--- config.mk ---
export PLATFORM = sky130hd
export DESIGN_NAME = clock_time_ctrl
export DESIGN_NICKNAME = d
export VERILOG_FILES = /design/src/rtl/clock_time_ctrl.sv
export SDC_FILE = /design/constraint.sdc
export NUM_CORES = 1
export LEC_CHECK = 0
export ABC_AREA = 0
export CAP_MARGIN = 20
export CELL_PAD_IN_SITES_DETAIL_PLACEMENT = 1
export CELL_PAD_IN_SITES_GLOBAL_PLACEMENT = 1
export CORE_UTILIZATION = 27
export CTS_BUF_LIST = sky130_fd_sc_hd__clkbuf_8
export CTS_CLUSTER_DIAMETER = 50
export DETAILED_ROUTE_END_ITERATION = 7
export PLACE_DENSITY = 0.62
export SLEW_MARGIN = 20
export SYNTH_ARGS = -nofsm -noshare
export SYNTH_HDL_FRONTEND = slang
export SYNTH_SLANG_ARGS = --single-unit
--- constraint.sdc ---
create_clock -name clk -period 2.7 [get_ports clk]
set_input_delay 0.81 -clock clk [delete_from_list [all_inputs] [get_ports clk]]
set_output_delay 0.81 -clock clk [all_outputs]
set_load 0.02 [all_outputs]
--- src/rtl/clock_time_ctrl.sv ---
// clock_time_ctrl: 1 Hz timekeeping with a button-driven hour/minute set mode.
// Define ALARM_EN to add the alarm compare inputs and the alarm_ring output.
module clock_time_ctrl #(
  parameter int TICK_DIV = 50000000
) (
  input  logic       clk,
  input  logic       rst_n,
  input  logic       btn_mode,
  input  logic       btn_inc,
  input  logic       btn_fmt,
  output logic [5:0] hours,
  output logic [5:0] minutes,
  output logic [5:0] seconds,
  output logic       hour_format,
  output logic [1:0] set_mode,
  output logic       blink,
  output logic       tick_1hz
`ifdef ALARM_EN
  ,
  input  logic [5:0] alarm_hours,
  input  logic [5:0] alarm_minutes,
  input  logic       alarm_arm,
  output logic       alarm_ring
`endif
);
  localparam int PW = $clog2(TICK_DIV);
  localparam logic [PW-1:0] P_LAST = PW'(TICK_DIV - 1);
  typedef enum logic [1:0] {RUN = 2'b00, SET_HOUR = 2'b01, SET_MIN = 2'b10} state_t;
  state_t state, state_n;
  logic [PW-1:0] presc, presc_n;
  logic [5:0] hours_n, minutes_n, seconds_n;
  logic blink_n, fmt_n, mode_q, inc_q, fmt_q, mode_p, inc_p, fmt_p, tick, s_wrap, m_wrap;
  // a mode press swallows a simultaneous inc press
  assign mode_p = btn_mode & ~mode_q;
  assign inc_p = btn_inc & ~inc_q & ~mode_p;
  assign fmt_p = btn_fmt & ~fmt_q;
  assign tick = presc == P_LAST;
  assign tick_1hz = tick;
  assign set_mode = state;
  assign s_wrap = seconds == 6'd59;
  assign m_wrap = minutes == 6'd59;
  always_comb begin
    state_n = state;
    presc_n = tick ? '0 : presc + 1'b1;
    hours_n = hours;
    minutes_n = minutes;
    seconds_n = seconds;
    blink_n = 1'b0;
    fmt_n = hour_format ^ fmt_p;
    case (state)
      RUN: begin
        if (mode_p) begin
          state_n = SET_HOUR;
          presc_n = '0;
          seconds_n = '0;
          blink_n = 1'b1;
        end else if (tick) begin
          seconds_n = s_wrap ? 6'd0 : seconds + 6'd1;
          minutes_n = s_wrap ? (m_wrap ? 6'd0 : minutes + 6'd1) : minutes;
          hours_n = (s_wrap && m_wrap) ? (hours == 6'd23 ? 6'd0 : hours + 6'd1) : hours;
        end
      end
      SET_HOUR: begin
        state_n = mode_p ? SET_MIN : SET_HOUR;
        blink_n = mode_p | (blink ^ tick);
        hours_n = inc_p ? (hours == 6'd23 ? 6'd0 : hours + 6'd1) : hours;
      end
      SET_MIN: begin
        state_n = mode_p ? RUN : SET_MIN;
        presc_n = mode_p ? '0 : presc_n;
        blink_n = ~mode_p & (blink ^ tick);
        minutes_n = inc_p ? (m_wrap ? 6'd0 : minutes + 6'd1) : minutes;
      end
      default: state_n = RUN;
    endcase
  end
  always_ff @(posedge clk or negedge rst_n) begin
    if (!rst_n) begin
      state <= RUN;
      presc <= '0;
      hours <= '0;
      minutes <= '0;
      seconds <= '0;
      blink <= 1'b0;
      hour_format <= 1'b0;
      mode_q <= 1'b0;
      inc_q <= 1'b0;
      fmt_q <= 1'b0;
    end else begin
      state <= state_n;
      presc <= presc_n;
      hours <= hours_n;
      minutes <= minutes_n;
      seconds <= seconds_n;
      blink <= blink_n;
      hour_format <= fmt_n;
      mode_q <= btn_mode;
      inc_q <= btn_inc;
      fmt_q <= btn_fmt;
    end
  end
`ifdef ALARM_EN
  logic ring_n;
  // only a running tick can arm the ring; set-state edits never match here
  always_comb ring_n = alarm_arm & ((state == RUN && !mode_p && tick && s_wrap &&
                       hours_n == alarm_hours && minutes_n == alarm_minutes) ||
                       (alarm_ring && !inc_p && minutes_n == minutes));
  always_ff @(posedge clk or negedge rst_n) begin
    if (!rst_n) alarm_ring <= 1'b0;
    else alarm_ring <= ring_n;
  end
`endif
endmodule

==> flow_summary.ini, run 1 <==
[run_status]
outcome = finished clean

[routing]
viasPerCell = 4.74
drtIter0Drc = 53
wire_per_inst_um = 13.3
dr_total_vias = 1919
remaining_drc_errors = 0
drt-pass1-iter-count = 4
ant_nets = 0
drt_wl_total_um = 5380

[clocking]
cts_sinks = 51
cts_tree = yes
insertion_delay_ns = 0.31
clkTransAtPathRegs_ns = 0.09
clockBufferDepth = 2
cts_root_buf = clkbuf_8
cts_buffers = 5
cts-hold-fix-buffers = 0
htree_levels = 2

[yosys]
syn_area_um2 = 2460
synth_area_per_cell_um2 = 10.1
synthArstFlopShare_pct = 100
ys_ff_latch = 51
ys_seq_area_share_pct = 52.0
synth-compound-area-share_pct = 8.10
synth_fa_ha_area_share_pct = 2.04
synth-main-ff-cell = dfrtp_1
ys_types = 37
synthMuxAreaShare_pct = 1.78
synth_edf_count = 0
yosys_warnings = 0
yosys.area_share.simple_pct = 23.7
synth_nets = 253
syn-instance-count = 244
synth_xor_area_share_pct = 10.3
synth_top_family_by_area = simple AND/OR/NAND/NOR gates

[global_route]
grt_use_met2_pct = 20.8
grt_max_degree = 52
use_met3_pct = 3.24
antenna_found_initial = 0
grt_use_met1_pct = 16.4
grt_pass1_vias = 2018
grt_pass1_wl_um = 9690
grt-busiest-layer = met2
grt_use_total_pct = 12.6
grt_remaining_overflow = 0

[timing]
finClkSkew_ns = 0.00832
slew_headroom_pct = 72.4
tns_ns = 0
setup_viol_count_final = 0
period_minus_slack_ns = 2.56
worst_pin_slew_ns = 0.409
post-route-period-util_pct = 94.6
drv_slew = 0
max_freq_ghz = 0.391
rsz0062_at_grt = false
hold_viol = 0

[die]
io_pins = 28
start_util_pct = 28.0
dieArea_um2 = 9480
core_um2 = 8760
die_w_um = 97.4
die_h_um = 97.4
rows = 34

[cells_and_area]
antenna_cells = 0
multi_input_area_um2 = 1150
drive_gt1_share_pct = 13.5
fillers = 1003
fin_nets = 305
final_area_um2 = 3130
final_cell_mix = 51 x dfrtp_1, 39 x nor2_1, 25 x clkdlybuf4s50_1, 21 x buf_4
syn_to_final_growth_pct = 27.4
utilization_pct = 35.7
final_common_cell = dfrtp_1
seq_area_um2 = 1280

[place]
hpwl_um = 3820
place_area_um2 = 3020
portBuffers = 27
gp_congestion = 0.760

[flow_run]
cap_violations = 0

[critical_path]
crit_fanout = 3
worstSetupEndpointType = output port
crit_arrival_ns = 1.75
setup.worst_path.class = flip-flop to output port
start_kind = flip-flop
cp.required_ns = 1.89

[worst_hold_path]
worst_hold_path_type = primary input to async pin

[power_and_ir_drop]
leakage_nw = 1.36
powerDensity_nw_per_um2 = 656
irDropWorstVdd_uv = 227
## critical path, cell delays in order (launching register included)
cell,delay (ns)
dfrtp_1,0.38
ha_2,0.19
and4_4,0.24
nand3_4,0.10
nor4_4,0.33
buf_4,0.20
## layout make-up
cell class	instances	area share (%)
Timing Repair Buffer	49	14.5
Clock inverter	3	0.520
Tap cell	108	4.32
Sequential cell	51	40.8
Clock buffer	5	2.20
Inverter	9	1.08
Multi-Input combinational cell	180	36.6
## power by group
group | switching [W] | internal [W]
clock network | 0.000265 | 0.000178
logic | 0.000295 | 0.000298
registers | 0.000140 | 0.000878
total | 0.000700 | 0.00135
## kinds of logic after synthesis
logic type,count (synthesis)
compound gates,30
xor+xnor,29
fa+ha+maj,4
buf+inv,13
flops,51
mux,4
simple gates,113
## registers in the layout, summed over array words and instances, names as in the netlist
register and cells:
mode_q 1, hours 6, hour_format 1, presc 26, blink 1, minutes 6, fmt_q 1, seconds 6
inc_q 1, set_mode 2
## per-layer routing
layer / wire, um / up-vias / part of all wire, %
li1: - / 946 / -
met4: 65 / 0 / 1.2
met1: 2640 / 943 / 49
met2: 2490 / 25 / 46
met3: 180 / 5 / 3.3
met5: 0 / - / 0
## final timing paths
kind                                   from          end  slack, ns  depth (start not counted)
min in group clk                hour_format  hour_format       0.48                          1
worst min-delay path                  rst_n   minutes[3]       0.48                          2
worst max-delay path               presc[1]     tick_1hz       0.14                          5
max in group asynchronous             rst_n    presc[25]       1.98                          2
worst max register to register     presc[1]   minutes[5]       0.34                         11
worst min register to register  hour_format  hour_format       0.48                          1
## synthesized netlist by cell type, types with 4 or more instances
cell type | count | area share (%)
dfrtp_1 | 51 | 52
nor2_1 | 39 | 6.0
nand2_1 | 18 | 2.8
xnor2_1 | 18 | 6.4
nand3_1 | 14 | 2.9
o21ai_0 | 12 | 2.4
xor2_1 | 11 | 3.9
inv_1 | 9 | 1.4
nor2b_1 | 6 | 1.5
nor3_1 | 6 | 1.2
and3_1 | 5 | 1.3
nor4b_1 | 5 | 1.8
and4_1 | 4 | 1.4
ha_1 | 4 | 2.0
nand4_1 | 4 | 1.0
o31ai_1 | 4 | 1.2
## stage by stage
stage / hold WS [ns] / setup slack, ns / total power (W) / instances
after floorplan: 0.448 / 0.256 / 0.00133 / 244
after global placement: 0.467 / 0.00252 / 0.00162 / 396
after detailed placement: 0.470 / -0.00676 / 0.00164 / 396
after CTS: 0.488 / 0.0290 / 0.00209 / 404
after global routing: 0.492 / 0.0170 / 0.00220 / 405
final: 0.477 / 0.145 / 0.00205 / 405
## what timing repair did
action | in CTS | in global routing
pin swaps | 0 | 1
setup buffers | 0 | 1
resized for setup | 3 | 6
endpoints found under the setup margin | 1 | 1
cloned | 0 | 0
No activity file was read; power rests on OpenSTA's default activity.
==> run 2: changes to the inputs <==
--- a/config.mk
+++ b/config.mk
@@ -11,7 +11,7 @@
 export CELL_PAD_IN_SITES_GLOBAL_PLACEMENT = 1
 export CORE_UTILIZATION = 27
 export CTS_BUF_LIST = sky130_fd_sc_hd__clkbuf_8
-export CTS_CLUSTER_DIAMETER = 50
+export CTS_CLUSTER_DIAMETER = 80
 export DETAILED_ROUTE_END_ITERATION = 7
 export PLACE_DENSITY = 0.62
 export SLEW_MARGIN = 20
==> results of run 2 <==
Same layout as run 1: the final DEF is identical, and so are final timing and power.
